--- src/rtl/pipe_adder.sv ---
// Pipelined add/subtract unit: the carry chain is cut into STAGES registered slices,
// with a stall-all valid/ready pipe. Supports 64-bit and RV64 word (sign-extended 32-bit) ops.
module pipe_adder #(
  parameter int WIDTH  = 64,
  parameter int STAGES = 2
) (
  input  logic             clock,
  input  logic             reset,
  input  logic             in_valid,
  output logic             in_ready,
  input  logic [WIDTH-1:0] in_op1,
  input  logic [WIDTH-1:0] in_op2,
  input  logic             in_sub,
  input  logic             in_word,
  output logic             out_valid,
  input  logic             out_ready,
  output logic [WIDTH-1:0] out_result,
  output logic             out_overflow,
  output logic             out_sign,
  output logic             out_carry,
  output logic             out_zero
);

  localparam int SW = WIDTH / STAGES;

  // Stage k logic reads *_in[k] and its result is captured in *_q[k].
  logic [WIDTH-1:0] a_in  [STAGES];
  logic [WIDTH-1:0] b_in  [STAGES];
  logic [WIDTH-1:0] r_in  [STAGES];
  logic [WIDTH-1:0] r_nxt [STAGES];
  logic             c_in  [STAGES];
  logic             c_nxt [STAGES];
  logic             sub_in  [STAGES];
  logic             word_in [STAGES];

  logic [WIDTH-1:0] a_q [STAGES];
  logic [WIDTH-1:0] b_q [STAGES];
  logic [WIDTH-1:0] r_q [STAGES];
  logic             c_q [STAGES];
  logic             sub_q  [STAGES];
  logic             word_q [STAGES];
  logic [STAGES-1:0] v_q;

  logic adv;

  assign adv       = ~v_q[STAGES-1] | out_ready;
  assign in_ready  = adv;
  assign out_valid = v_q[STAGES-1];

  for (genvar k = 0; k < STAGES; k++) begin : g_stage
    logic [SW:0]      slice_sum;
    logic [WIDTH-1:0] merged;

    if (k == 0) begin : g_head
      // Operand B is inverted up front so every slice is a plain add.
      assign a_in[0]    = in_op1;
      assign b_in[0]    = in_op2 ^ {WIDTH{in_sub}};
      assign r_in[0]    = '0;
      assign c_in[0]    = in_sub;
      assign sub_in[0]  = in_sub;
      assign word_in[0] = in_word;
    end else begin : g_body
      assign a_in[k]    = a_q[k-1];
      assign b_in[k]    = b_q[k-1];
      assign r_in[k]    = r_q[k-1];
      assign c_in[k]    = c_q[k-1];
      assign sub_in[k]  = sub_q[k-1];
      assign word_in[k] = word_q[k-1];
    end

    assign slice_sum = {1'b0, a_in[k][k*SW +: SW]}
                     + {1'b0, b_in[k][k*SW +: SW]}
                     + {{SW{1'b0}}, c_in[k]};

    always_comb begin
      merged                = r_in[k];
      merged[k*SW +: SW]    = slice_sum[SW-1:0];
    end

    assign r_nxt[k] = merged;
    assign c_nxt[k] = slice_sum[SW];
  end

  always_ff @(posedge clock) begin
    if (reset) begin
      v_q <= '0;
    end else if (adv) begin
      v_q[0] <= in_valid;
      for (int k = 1; k < STAGES; k++) begin
        v_q[k] <= v_q[k-1];
      end
    end
  end

  always_ff @(posedge clock) begin
    if (adv) begin
      for (int k = 0; k < STAGES; k++) begin
        a_q[k]    <= a_in[k];
        b_q[k]    <= b_in[k];
        r_q[k]    <= r_nxt[k];
        c_q[k]    <= c_nxt[k];
        sub_q[k]  <= sub_in[k];
        word_q[k] <= word_in[k];
      end
    end
  end

  // Flags come straight off the last stage registers, so they hold during a stall.
  logic [WIDTH-1:0] fa, fb, fr;
  logic             fcout, fsub, fword;
  logic             cin_msb, cin_31, cout_31;

  assign fa    = a_q[STAGES-1];
  assign fb    = b_q[STAGES-1];
  assign fr    = r_q[STAGES-1];
  assign fcout = c_q[STAGES-1];
  assign fsub  = sub_q[STAGES-1];
  assign fword = word_q[STAGES-1];

  // Carries around a bit are recovered from the sum bit and the (inverted) operands.
  assign cin_msb = fr[WIDTH-1] ^ fa[WIDTH-1] ^ fb[WIDTH-1];
  assign cin_31  = fr[31] ^ fa[31] ^ fb[31];
  assign cout_31 = (fa[31] & fb[31]) | (fa[31] & cin_31) | (fb[31] & cin_31);

  always_comb begin
    if (fword) begin
      out_result   = WIDTH'($signed(fr[31:0]));
      out_overflow = cin_31 ^ cout_31;
      out_sign     = fr[31];
      out_carry    = cout_31 ^ fsub;
      out_zero     = ~|fr[31:0];
    end else begin
      out_result   = fr;
      out_overflow = cin_msb ^ fcout;
      out_sign     = fr[WIDTH-1];
      out_carry    = fcout ^ fsub;
      out_zero     = ~|fr;
    end
  end

endmodule

--- config.mk ---
export PLATFORM = sky130hd
export DESIGN_NAME = pipe_adder
export DESIGN_NICKNAME = d
export VERILOG_FILES = /design/src/rtl/pipe_adder.sv
export SDC_FILE = /design/constraint.sdc
export NUM_CORES = 1
export LEC_CHECK = 0
export ABC_AREA = 1
export CAP_MARGIN = 20
export CORE_MARGIN = 5
export CORE_UTILIZATION = 55
export DETAILED_ROUTE_END_ITERATION = 7
export PLACE_DENSITY = 0.83
export SETUP_SLACK_MARGIN = 0.2
export SLEW_MARGIN = 20
export SYNTH_ARGS = -nofsm -noshare
export SYNTH_HDL_FRONTEND = slang
export SYNTH_SLANG_ARGS = --single-unit
--- constraint.sdc ---
create_clock -name clock -period 14.26 [get_ports clock]
set_clock_uncertainty 0.1 [all_clocks]
set_input_delay 2.852 -clock clock [delete_from_list [all_inputs] [get_ports clock]]
set_output_delay 2.852 -clock clock [all_outputs]
set_load 0.1 [all_outputs]
# After elaboration in Yosys (flattened, before gate mapping)
# Memories as Yosys holds them, arrays and structs flattened.
# Index checks and enable logic that the tools add are counted.
[classes]
mux = 7
n_addsub = 4
n_reduce_logical = 4
bitwise_logic = 16
[op_table]
columns = ["operator", "n"]
rows = [
  ["$add A32 B32 Y33", 2],
  ["$add A33 B1 Y33", 2],
  ["$mux W64", 1],
  ["$reduce_or A64 Y1", 1],
  ["$xor A64 B64 Y64", 1],
  ["$reduce_or A32 Y1", 1],
  ["$xor A1 B1 Y1", 8],
  ["$mux W1", 6],
  ["$and A1 B1 Y1", 3],
  ["$or A1 B1 Y1", 3],
  ["$logic_not A1 Y1", 2],
  ["$not A1 Y1", 1],
]
[word_totals]
ramBits = 390
output_inout_bits = 70
memories = 6
wordCells = 38
regBits = 2
[mem_list]
columns = ["memory", "depth", "word_bits", "read_ports", "rd_ports_with_merged_regs", "wr", "line", "text"]
rows = [
  ["a_q", 2, 64, 2, 0, 2, "36", "logic [WIDTH-1:0] a_q [STAGES];"],
  ["b_q", 2, 64, 2, 0, 2, "37", "logic [WIDTH-1:0] b_q [STAGES];"],
  ["r_q", 2, 64, 2, 0, 2, "38", "logic [WIDTH-1:0] r_q [STAGES];"],
  ["c_q", 2, 1, 2, 0, 2, "39", "logic c_q [STAGES];"],
  ["sub_q", 2, 1, 2, 0, 2, "40", "logic sub_q [STAGES];"],
  ["word_q", 2, 1, 2, 0, 2, "41", "logic word_q [STAGES];"],
]

# Depth between registers and ports, before layout
# An unclocked memory read counts as a cell.
[logic_depth]
depth_word = 8
depth_mapped = 16
mapped_depth_nobuf = 15

# Least setup slack after synthesis
# Ideal clock, no wire load.
[synth_path]
path_kind = "in2out"
startpoint = "input port out_ready"
endpoint = "output port in_ready"
arrival_ps = 6815
path_slack_ps = 4493
cell_stages = 2
t_required_ps = 11308
n_path_buf = 0
cell_sequence = "nor2_1 > inv_1"
[synth_via]
elab_chain_len = 1
[synth_rtl]
columns = ["element", "line", "text"]
rows = [
  ["start: declaration", "16", "input logic out_ready,"],
  ["$or A1 B1 Y1", "46", "assign adv = ~v_q[STAGES-1] | out_ready;"],
  ["end: declaration", "10", "output logic in_ready,"],
]
# Every way passes these cells.

# Worst setup path after layout
# Ends and elaborated chain as after synthesis.

==> results.py <==
metrics = {
    "critical_path": {
        "cpMaxStageDelayCell": "clkdlybuf4s50_1",
        "cp.buffers_inverters": 3,
        "critPathRequiredTime_ns": 11.31,
        "cp_max_fo": 38,
        "r2r_start": "a_q[0][32]",
        "reg2reg_slack_ns": 11.56,
        "critPathArrivalTime_ns": 4.93,
        "path_cells": "clkdlybuf4s50_1 -> nor2_1 -> inv_6 -> clkdlybuf4s50_1",
        "start_kind": "input pin",
        "critPathMostFrequentCell": "clkdlybuf4s50_1",
        "path_delay_family": "buffers and inverters",
        "reg2reg_depth": 12,
        "crit_type": "input pin to output pin",
        "r2r_end": "r_q[0][114]",
        "critPathMaxStageDelay_ns": 1.21,
        "end_kind": "output pin",
    },
    "logic_synthesis": {
        "synthXorXnorAreaFrac": 0.07655,
        "synthTopCellsByArea": "edfxtp_1 47%, nand2_1 12%, xor2_1 7.3%, ha_1 7.1%, inv_1 6.5%",
        "avgSynthCellArea_um2": 8.683,
        "netlist_area_mm2": 0.01098,
        "ys_dominant_reg_cell": "edfxtp_1",
        "muxShareOfSynthArea": 0,
        "ys_seq_elements": 174,
        "yosysWarnings": 0,
        "syn_nets": 1464,
        "synth_compound_area_frac": 0.06755,
        "synth-simple-area-share": 0.2130,
        "synth_top_family_by_area": "simple AND/OR/NAND/NOR gates",
        "synth.top_cells.by_count": "353 x nand2_1, 189 x inv_1, 172 x edfxtp_1",
        "async_flop_share": 0,
        "seq_area_frac_synth": 0.4739,
        "synthCells": 1265,
        "synthAdderAreaFrac": 0.07609,
        "yosysTopAreaCell": "edfxtp_1",
        "synth_edf_count": 172,
        "yosysTopAreaCellShare": 0.4702,
        "yosysUniqueCellTypes": 35,
        "yosysMostFrequentCell": "nand2_1",
    },
    "drt": {
        "drc_errors": 0,
        "wl_um": 27220,
        "vias_per_cell": 5.045,
        "firstDrtPassIters": 5,
        "vias": 8687,
        "post_drt_wl_per_cell_um": 15.81,
        "drt-initial-drc-count": 520,
        "ant_nets": 0,
    },
    "sta": {
        "tightest_slew_ns": 1.093,
        "hold_viol_final": 0,
        "whs_ns": 0.3184,
        "max_freq_mhz": 126.9,
        "slew_violations": 0,
        "min_period_over_period": 0.5527,
        "tns_ns": 0,
        "finalCriticalPeriod_ns": 7.882,
        "maxSlewHeadroom": 0.2687,
        "rsz0062_at_grt": "false",
        "finalWorstSetupSlack_ns": 6.378,
        "setup_viol": 0,
    },
    "power_and_ir_drop": {
        "irDropWorstVdd_mv": 0.08268,
        "p_per_area_mw_per_mm2": 158.3,
        "power.leakage_nw": 6.310,
        "power.total_mw": 2.162,
    },
    "place": {
        "post-place-cells": 1690,
        "place_ws_ns": 6.364,
        "portBuffers": 203,
        "dpl_cell_area_mm2": 0.01307,
        "gp_congestion": 0.9266,
        "hpwlAfterDp_um": 22100,
    },
    "cts": {
        "clkTransAtPathRegs_ns": 0.07,
        "cts.sinks": 174,
        "numCtsBuffers": 17,
        "cts_buffer_depth": 2,
        "htreeDepth": 4,
        "ctsHoldBuffers": 0,
        "cts_tree": "built",
        "cts-root-buf": "clkbuf_16",
        "postCtsSetupBuffers": 0,
        "clock_latency_ns": 0.43,
        "cts_resized": 0,
    },
    "hold_path": {
        "min_from": "r_q[0][7]",
        "hold_path.class": "flop to flop",
        "min_delay_path_depth": 0,
        "min_to": "r_q[0][71]",
    },
    "run_status": {
        "outcome": "finished, final reports clean",
    },
    "global_route": {
        "grt_pass1_wl_um": 42270,
        "busiest_layer": "met2",
        "grt_util_met2": 0.4523,
        "grt-ovfl-total": 0,
        "grt_max_degree": 80,
        "use_met3": 0.03710,
        "antenna_found_initial": 0,
        "grt_pass1_vias": 8608,
        "grt_usage": 0.2415,
        "gr-usage-met1": 0.2795,
    },
    "floorplan": {
        "start_util": 0.5607,
        "die_y_um": 151.3,
        "die_area_mm2": 0.02290,
        "die_w_um": 151.3,
        "coreArea_mm2": 0.01959,
        "io_pins": 204,
        "num_rows": 51,
    },
    "run": {
        "cap_viol_max_count": 0,
    },
    "cells_and_area": {
        "finish.utilization": 0.6971,
        "layout.cells.non_filler": 1722,
        "finish.instance_area_mm2": 0.01366,
        "syn2layout_area_growth_pct": 24.33,
        "nNetsFinal": 1643,
        "nFillCells": 1598,
        "drive_above_1_share": 0.04873,
        "antenna_cells": 0,
    },
}
power by group:
group          internal, mW  total [mW]  leakage [nW]  switching [mW]
sequential            0.701       0.750          1.83          0.0492
clock                 0.235       0.454         0.289           0.218
combinational         0.250       0.958          4.19           0.708
total                  1.19        2.16          6.31           0.975
routing by layer:
layer  part of all wire  wire length [µm]
met5                  0                 0
met3              0.046              1240
met4              0.026               697
met1               0.39             10750
met2               0.53             14530
area by class of cell:
class / instances / area [µm²] / area share
sequential: 174 / 5205 / 0.3811
multi-input combinational: 855 / 4758 / 0.3484
timing repair buffer: 206 / 2052 / 0.1503
inverter: 190 / 718.2 / 0.05259
clock buffer: 17 / 425.4 / 0.03115
tap: 265 / 331.6 / 0.02428
clock inverter: 15 / 166.4 / 0.01219
state kept, by name (all words and copies together) (netlist names):
name	count
sub_q	2
a_q	35
r_q	96
b_q	35
v_q	2
c_q	2
word_q	2
worst max-delay path by stage:
| stage | start | endpoint | slack (ns) | cells after the start |
|---|---|---|---|---|
| global route | out_ready | in_ready | 6.34 | 4 |
| global placement | out_ready | in_ready | 6.40 | 4 |
| detailed placement | out_ready | in_ready | 6.36 | 4 |
| finish | out_ready | in_ready | 6.38 | 4 |
| CTS | out_ready | in_ready | 6.36 | 4 |
| floorplan | out_ready | in_ready | 4.49 | 2 |
cells by family (layout without fill, tap and decap cells):
| kind of cell | Yosys count | count (layout) |
|---|---|---|
| adders and majority gates | 65 | 65 |
| buffers and inverters | 236 | 428 |
| DFF | 174 | 174 |
| AOI/OAI and AO/OA | 139 | 139 |
| xor gates and xnor gates | 96 | 96 |
| and+or+nand+nor | 555 | 555 |
worst reg2reg max path, stage by stage, from the launching register on:
cell	delay, ns
edfxtp_1	0.41
fa_1	0.49
fa_1	0.44
nand3_1	0.11
nand2_1	0.15
nand2_1	0.10
nand2_1	0.12
nand2_1	0.09
nand3_1	0.15
nand2_1	0.13
nand2_1	0.06
nand2_1	0.06
nand2_1	0.05
cell usage in the layout, fill, tap and decap left out, types with 5 or more instances in the layout:
cell             Yosys  final
nand2_1            353    353
clkbuf_16            0     17
o21ai_0             56     56
o21bai_1             7      7
ha_1                62     62
nand3_1             51     51
nor4_1              11     11
nand2_2             17     17
inv_6                0      5
clkdlybuf4s50_1      0    202
nor2_1              85     85
edfxtp_1           172    172
a21oi_1             70     70
xor2_1              92     92
nor3_1              13     13
nand4_1              8      8
inv_1              189    188
Note: power is estimated with default switching activity, not from simulation.
